--- config.mk ---
export PLATFORM = sky130hd
export DESIGN_NAME = dll_ack_gen
export DESIGN_NICKNAME = d
export VERILOG_FILES = /design/src/rtl/dll_ack_gen.sv
export SDC_FILE = /design/constraint.sdc
export NUM_CORES = 1
export LEC_CHECK = 0
export ABC_AREA = 1
export CAP_MARGIN = 10
export CORE_MARGIN = 1.5
export CORE_UTILIZATION = 40
export CTS_CLUSTER_SIZE = 28
export DETAILED_ROUTE_END_ITERATION = 6
export PLACE_DENSITY = 0.65
export SLEW_MARGIN = 20
export SYNTH_ARGS = -nofsm -noshare
export SYNTH_HDL_FRONTEND = slang
export SYNTH_SLANG_ARGS = --single-unit
export TNS_END_PERCENT = 5
--- constraint.sdc ---
create_clock -name clk -period 12.9 [get_ports clk]
set_input_delay 3.225 -clock clk [delete_from_list [all_inputs] [get_ports clk]]
set_output_delay 3.225 -clock clk [all_outputs]
set_load 0.03 [all_outputs]
--- src/rtl/dll_ack_gen.sv ---
// Data-link ACK/NAK generator: parses header/payload/trailer TLPs, checks the XOR
// trailer and sequence number, and releases payload downstream only once acknowledged.
module dll_ack_gen #(
  parameter int DEPTH = 16
) (
  input  logic        clk,
  input  logic        rst,
  input  logic [31:0] tlp_data,
  input  logic        tlp_valid,
  output logic        tlp_ready,
  output logic [31:0] out_data,
  output logic        out_valid,
  input  logic        out_ready,
  output logic        out_last,
  output logic        ack,
  output logic        nack,
  output logic [11:0] ack_seq
);

  localparam int AW    = $clog2(DEPTH);
  localparam int PTR_W = AW + 1;

  typedef enum logic [1:0] {S_HDR, S_PAY, S_TRL} state_t;

  state_t             state_reg;
  logic [PTR_W-1:0]   wr_spec_reg;
  logic [PTR_W-1:0]   wr_commit_reg;
  logic [PTR_W-1:0]   rd_ptr_reg;
  logic [11:0]        exp_seq_reg;
  logic [11:0]        seq_reg;
  logic [11:0]        ack_seq_reg;
  logic [7:0]         len_reg;
  logic [7:0]         cnt_reg;
  logic [31:0]        check_reg;
  logic               malformed_reg;
  logic               ack_reg;
  logic               nack_reg;
  logic               out_valid_reg;
  logic [32:0]        rd_word_reg;
  logic [32:0]        mem [DEPTH];

  logic [PTR_W-1:0]   used;
  logic               full;
  logic               accept;
  logic [7:0]         hdr_len;
  logic               hdr_malformed;
  logic               wr_en;
  logic               last_word;
  logic               avail;
  logic               load;
  logic               good;
  logic               seq_new;
  logic               seq_dup;

  // Occupancy includes uncommitted words and the word parked in the output register.
  assign used          = wr_spec_reg - rd_ptr_reg + PTR_W'(out_valid_reg);
  assign full          = (used == PTR_W'(DEPTH));
  assign tlp_ready     = !rst && ((state_reg != S_PAY) || malformed_reg || !full);
  assign accept        = tlp_valid && tlp_ready;
  assign hdr_len       = tlp_data[7:0];
  assign hdr_malformed = (hdr_len == 8'd0) || ({24'd0, hdr_len} > 32'(DEPTH));
  assign wr_en         = accept && (state_reg == S_PAY) && !malformed_reg;
  assign last_word     = (cnt_reg == (len_reg - 8'd1));
  assign avail         = (rd_ptr_reg != wr_commit_reg);
  assign load          = avail && (!out_valid_reg || out_ready);
  assign good          = (tlp_data == check_reg) && !malformed_reg;
  assign seq_new       = (seq_reg == exp_seq_reg);
  assign seq_dup       = (seq_reg == (exp_seq_reg - 12'd1));

  assign out_data  = rd_word_reg[31:0];
  assign out_last  = rd_word_reg[32] && out_valid_reg;
  assign out_valid = out_valid_reg;
  assign ack       = ack_reg;
  assign nack      = nack_reg;
  assign ack_seq   = ack_seq_reg;

  // Payload store; read address only ever trails the commit pointer, so it never
  // collides with the speculative write slot.
  always_ff @(posedge clk) begin
    if (wr_en) begin
      mem[wr_spec_reg[AW-1:0]] <= {last_word, tlp_data};
    end
    if (load) begin
      rd_word_reg <= mem[rd_ptr_reg[AW-1:0]];
    end
  end

  always_ff @(posedge clk) begin
    if (rst) begin
      state_reg     <= S_HDR;
      wr_spec_reg   <= '0;
      wr_commit_reg <= '0;
      rd_ptr_reg    <= '0;
      exp_seq_reg   <= '0;
      seq_reg       <= '0;
      ack_seq_reg   <= '0;
      len_reg       <= '0;
      cnt_reg       <= '0;
      check_reg     <= '0;
      malformed_reg <= 1'b0;
      ack_reg       <= 1'b0;
      nack_reg      <= 1'b0;
      out_valid_reg <= 1'b0;
    end else begin
      ack_reg  <= 1'b0;
      nack_reg <= 1'b0;

      if (load) begin
        rd_ptr_reg    <= rd_ptr_reg + PTR_W'(1);
        out_valid_reg <= 1'b1;
      end else if (out_ready) begin
        out_valid_reg <= 1'b0;
      end

      if (wr_en) begin
        wr_spec_reg <= wr_spec_reg + PTR_W'(1);
      end

      case (state_reg)
        S_HDR: begin
          if (accept) begin
            seq_reg       <= tlp_data[31:20];
            len_reg       <= hdr_len;
            cnt_reg       <= '0;
            check_reg     <= tlp_data;
            malformed_reg <= hdr_malformed;
            state_reg     <= (hdr_len == 8'd0) ? S_TRL : S_PAY;
          end
        end
        S_PAY: begin
          if (accept) begin
            check_reg <= check_reg ^ tlp_data;
            cnt_reg   <= cnt_reg + 8'd1;
            if (last_word) begin
              state_reg <= S_TRL;
            end
          end
        end
        S_TRL: begin
          if (accept) begin
            state_reg <= S_HDR;
            if (good && seq_new) begin
              ack_reg       <= 1'b1;
              ack_seq_reg   <= seq_reg;
              wr_commit_reg <= wr_spec_reg;
              exp_seq_reg   <= exp_seq_reg + 12'd1;
            end else if (good && seq_dup) begin
              ack_reg     <= 1'b1;
              ack_seq_reg <= seq_reg;
              wr_spec_reg <= wr_commit_reg;
            end else begin
              nack_reg    <= 1'b1;
              ack_seq_reg <= exp_seq_reg - 12'd1;
              wr_spec_reg <= wr_commit_reg;
            end
          end
        end
        default: state_reg <= S_HDR;
      endcase
    end
  end

endmodule

After elaboration in Yosys (flattened, before gate mapping)
Memories as Yosys holds them, arrays and structs flattened. A register that Yosys moved wholly into a read port is not among the register bits. Index checks and enable logic that the tools add are counted.

Add/subtract/negate cells: 8. Order comparisons: 1. Equal/unequal tests: 13. Multiplexer cells: 25. Bitwise operators: 3. Reduce and logical (&&, ||, !) cells: 28.

Operators with widths (count): $mux 32 (2); $pmux 32 s2 (1); $eq 32x32->1 (1); $xor 32x32->32 (1); $eq 12x12->1 (2); $mux 12 (2); $mux 5 (4); $mux 8 (2); $pmux 8 s2 (1); $add 12x1->12 const B (1); $sub 12x1->12 const B (1); $add 5x1->5 const B (2); $mux 2 (5); $logic_and 1x1->1 (9); $add 8x1->8 const B (1); $eq 8x8->1 (1); $gt 8x5->1 const B (1); $logic_not 8->1 (1); $ne 2x2->1 const B (4); $sub 8x1->8 const B (1); $mux 1 (7); $pmux 2 s3 (1); $reduce_and 3->1 (2); $add 5x1->5 (1); 15 further kinds (24).

Register bits after elaboration: 105. RAM bits: 528. Input bits: 36. Output and inout bits: 49. Logic and storage cells: 93. Memories: 1.

Memories: mem (depth 16, width 33, read ports 1, clocked after memory_dff 1, wr ports 1, line 40) `logic [32:0] mem [DEPTH];`.

Depth between registers and ports, before layout
Depth after elaboration: 13. Gate-level depth with buffers: 19. Mapped depth without buffers: 17.

Worst setup path after synthesis
Ideal clock, no wire load.

Path kind: input to output. Start point: in rst. End point: out tlp_ready. Arrival: 4.360 ns. Required time: 9.675 ns. Slack: 5.315 ns. Cell stages on the path: 6. Buffers on the path: 3. Path through: clkbuf_1 inv_2 clkbuf_1 buf_1 nand2_1 inv_1.

Longest elaborated chain between the ends: 2.

RTL lines: start: declaration (line 7) `input logic rst,`; $logic_not 1->1 (line 58) `assign tlp_ready = !rst && ((state_reg != S_PAY) || malformed_reg || !full);`; $logic_and 1x1->1 (line 58); end: declaration (line 10) `output logic tlp_ready,`.

Every way passes these cells.

Worst setup path in the final report
Ends and elaborated chain as after synthesis.

==> results <==
- Setup repair after global routing left no endpoint under its margin.
- The synthesized net count is 2633.
- TritonCTS built the clock tree.
- The first global-routing pass estimated 114200 um of wire.
- 85 I/O pins were placed.
- The leftover overflow at the end of global routing is 0.
- The H-tree generated during clock tree synthesis spans 3 levels.
- The startpoint type of the worst setup path is an input pin.
- The starting density of the core is 40.41%.
- In this run the cell area of the synthesized design comes to 0.02825 mm2.
- The largest fanout on the critical path is 54.
- The critical path in this run is classified as input pin to output pin.
- From bottom edge to top edge, the die measures 268.8 um.
- Registers are responsible for 43.7% of the overall power.
- The total core area is 0.06991 mm2.
- The number of global-route vias before repair is 19410.
- The worst min-delay path class is flip-flop to flip-flop.
- After detailed routing, the number of remaining DRC violations is 0.
- The finished layout holds 3591 standard cells, fillers aside.
- The most instantiated flip-flop cell in the synthesis netlist is sky130_fd_sc_hd__edfxtp_1.
- The root cell of the clock tree is sky130_fd_sc_hd__clkbuf_16.
- Global routing used 20.80% of the available tracks across all layers.
- Ranked by total cell area, the synthesized netlist is headed by sky130_fd_sc_hd__edfxtp_1 (60%), sky130_fd_sc_hd__dfxtp_1 (7.4%), sky130_fd_sc_hd__o21ai_0 (5.8%).
- The number of flip-flops under the largest register name is 528.
- Cell internal power was estimated by the tool at 0.003968 W.
- The leakage power of the design is 10.87 nW.
- The maximum clock skew at final layout is 17.46 ps.
- The total number of clock tree sinks is 666.
- The combinational cell fraction of total power is 21.8%.
- Gates resized during post-CTS repair numbered 0.
- In this run the deepest clock path goes through 3 buffers.
- The via total after detailed routing is 19810.
- The instance count after placement with tap cells included is 3461.
- The number of endpoints with negative hold slack in the final report is 0.
- The worst setup path is captured at an output pin.
- The number of buffers inserted by post-CTS setup repair is 0.
- The initial detailed-routing violation count is 2108.
- The post-detailed-route wirelength per cell is 20.95 um.
- The most repeated cell in the gate-level netlist after synthesis is sky130_fd_sc_hd__edfxtp_1.
- Before antenna repair, the detailed router went through 5 iterations.
- The flow ran to the end, and the final reports show no timing, DRC or antenna violations.
- Setup violations remaining at the end of the flow were counted as 0.
- For the pin with the worst max-slew slack, the measured transition is 1063 ps.
- The die boundary width is 268.8 um.
- The sequential share of the synthesized area is 67.07%.
- The number of fill cells in the layout is 6321.
- Measured against its own limit, the worst slew margin works out to 29.15%.
- For the worst setup path, the data arrival time is 5030 ps.
- Summed over all layers, the routed wires come to 75240 um.
- The later pin in the worst-skew pair is clocked with a latency of 610 ps.
- The clock-pin slew of the registers on the worst-case setup and hold paths is 50 ps.
- The count of nets left with antenna violations once routing finished came out at 0.
- The cell type with the largest total area after synthesis is sky130_fd_sc_hd__edfxtp_1.
- The area fraction of the dominant cell type after synthesis is 59.63%.
- The final critical path takes up 64.03% of the cycle.
- After layout, the minimum clock period comes to 8259 ps.
- In this run, synthesis produced a sequential element count of 666.
- The count of hold-fix buffers inserted at cts is 0.
- In this run switching power makes up 31.41% of total power.
- The post-synthesis area per instance is 10.95 um2.
- The number of synthesized flops with an enable pin is 561.
- The count of maximum capacitance violations is 0.
- Port buffering added 84 buffers.
- The placed wire-length estimate is 42240 um.
- The clock network is responsible for 34.5% of the overall power.
- The initial antenna violation count is 8.
- The power per unit of standard cell area is 180.0 mW/mm2.
- After technology mapping, the gate count stands at 2579.
- The final count of pins violating max slew came to 0.
- Entering global routing, the biggest net connects 201 pins.
- The required time of the critical path is 9680 ps.
- After routing, the total negative slack on setup checks comes to 0 ps.
- The reported net switching power is 0.001817 W.
- The area added between synthesis and finish is 13.74%.
- The routability congestion estimate from global placement is 0.8632.
- The peak ir drop on the vdd network is 0.0001189 V.
- After detailed placement, the total cell area comes to 0.02983 mm2.
- For this run, the number of Yosys warnings is 0.
- For this run, asynchronously set or reset flops after synthesis account for 0%.
- The number of buffers created by CTS is 70.
- The netlist uses 46 different library cells.
- The finished cells cover 0.03213 mm2.
- The number of rows in the core area is 97.
- The net count of the finished layout is 2647.
- Ranked by instance count, the synthesized netlist is headed by sky130_fd_sc_hd__edfxtp_1 (561), sky130_fd_sc_hd__nor2_1 (392), sky130_fd_sc_hd__nand2_1 (385).
- The fraction of final layout cells with drive strength greater than 1 is 8.267%.
- Derived from the worst setup path, the maximum achievable clock frequency is 121.1 MHz.
- The floorplan die area is 0.07223 mm2.
- The vias per cell is 5.516.
-- routing by layer --
| layer | global-route usage (%) | routed length (um) | up-vias |
|---|---|---|---|
| met4 | 7.592 | 2432 | 8 |
| met2 | 33.85 | 35410 | 699 |
| met5 | 0 | 91 | - |
| met1 | 28.04 | 32560 | 9819 |
| li1 | - | - | 9124 |
| met3 | 3.479 | 4749 | 159 |
-- worst max-delay path: stages --
cell                              delay [ps]
sky130_fd_sc_hd__buf_2                    90
sky130_fd_sc_hd__buf_4                   310
sky130_fd_sc_hd__inv_2                   100
sky130_fd_sc_hd__buf_4                   390
sky130_fd_sc_hd__nand2_1                 130
sky130_fd_sc_hd__inv_1                    70
sky130_fd_sc_hd__clkdlybuf4s50_1         660
-- stage by stage --
stage	hold slack (ps)	util, %	total power [W]	worst slack (ps)
floorplan	451.5	-	0.003437	5315
global placement	459.6	42.68	0.003784	4609
detailed placement	457.5	42.68	0.003827	4603
CTS	468.4	45.96	0.005810	4604
global route	490.8	45.96	0.006030	4513
finish	469.9	45.97	0.005785	4641
-- cells in the final DEF (no fill, tap or decap), types with 3 or more instances in the layout --
master / count
sky130_fd_sc_hd__clkinv_1: 8
sky130_fd_sc_hd__o221ai_1: 53
sky130_fd_sc_hd__bufinv_16: 4
sky130_fd_sc_hd__o21ai_1: 3
sky130_fd_sc_hd__ha_1: 17
sky130_fd_sc_hd__nand2_2: 13
sky130_fd_sc_hd__inv_1: 112
sky130_fd_sc_hd__clkdlybuf4s50_1: 83
sky130_fd_sc_hd__xnor2_2: 3
sky130_fd_sc_hd__o211ai_1: 15
sky130_fd_sc_hd__nand2_1: 385
sky130_fd_sc_hd__nand4_1: 17
sky130_fd_sc_hd__nor2_2: 3
sky130_fd_sc_hd__inv_6: 3
sky130_fd_sc_hd__clkinvlp_4: 10
sky130_fd_sc_hd__a21oi_1: 78
sky130_fd_sc_hd__clkinv_2: 14
sky130_fd_sc_hd__buf_4: 35
sky130_fd_sc_hd__o22ai_1: 89
sky130_fd_sc_hd__edfxtp_1: 561
sky130_fd_sc_hd__nand3b_1: 3
sky130_fd_sc_hd__clkbuf_16: 72
sky130_fd_sc_hd__clkbuf_1: 10
sky130_fd_sc_hd__nor3_1: 15
sky130_fd_sc_hd__dfxtp_1: 102
sky130_fd_sc_hd__nor4_1: 3
sky130_fd_sc_hd__nor2_4: 18
sky130_fd_sc_hd__nand3_1: 114
sky130_fd_sc_hd__a21oi_2: 10
sky130_fd_sc_hd__and2_1: 4
sky130_fd_sc_hd__o21ai_0: 328
sky130_fd_sc_hd__xnor2_1: 17
sky130_fd_sc_hd__clkbuf_8: 4
sky130_fd_sc_hd__nor2_1: 375
sky130_fd_sc_hd__inv_2: 13
sky130_fd_sc_hd__xor2_1: 32
-- final timing paths --
kind,start,endpoint,slack [ps],depth (start not counted)
setup / recovery,rst,tlp_ready,4640,7
hold / removal,ack_seq[3]$_SDFFE_PP0N_,ack_seq[3]$_SDFFE_PP0N_,470,2
setup reg to reg,rd_ptr_reg[1]$_SDFFE_PP0P_,mem[14][31]$_DFFE_PP_,7100,13
hold reg to reg,ack_seq[3]$_SDFFE_PP0N_,ack_seq[3]$_SDFFE_PP0N_,470,2
-- kinds of logic after synthesis --
family	synth area share [%]
AND/OR/NAND/NOR	13.94
XOR/XNOR	1.772
AO/OA/AOI/OAI	11.68
adder cells (fa/ha/maj)	0.8238
flip-flops	67.07
buffers and inverters	4.708
-- layout make-up --
cell class / instances / area (um2) / share of cell area (%)
Inverter: 127 / 483.0 / 1.503
Clock inverter: 42 / 399.1 / 1.242
Multi-Input combinational cell: 1608 / 8100 / 25.21
Antenna cell: 2 / 5.005 / 0.01558
Timing Repair Buffer: 120 / 1119 / 3.481
Sequential cell: 666 / 18960 / 58.99
Clock buffer: 86 / 1894 / 5.895
Tap cell: 940 / 1176 / 3.660
-- power groups by stage --
| stage | clock network (W) | logic (W) | registers (W) |
|---|---|---|---|
| after detailed placement | 0 | 0.00125 | 0.00257 |
| after floorplan | 0 | 0.000926 | 0.00251 |
| after CTS | 0.00202 | 0.00126 | 0.00253 |
| after global placement | 0 | 0.00121 | 0.00257 |
| final | 0.00200 | 0.00126 | 0.00253 |
| after global routing | 0.00211 | 0.00138 | 0.00254 |
No activity file was read; power rests on OpenSTA's default activity.
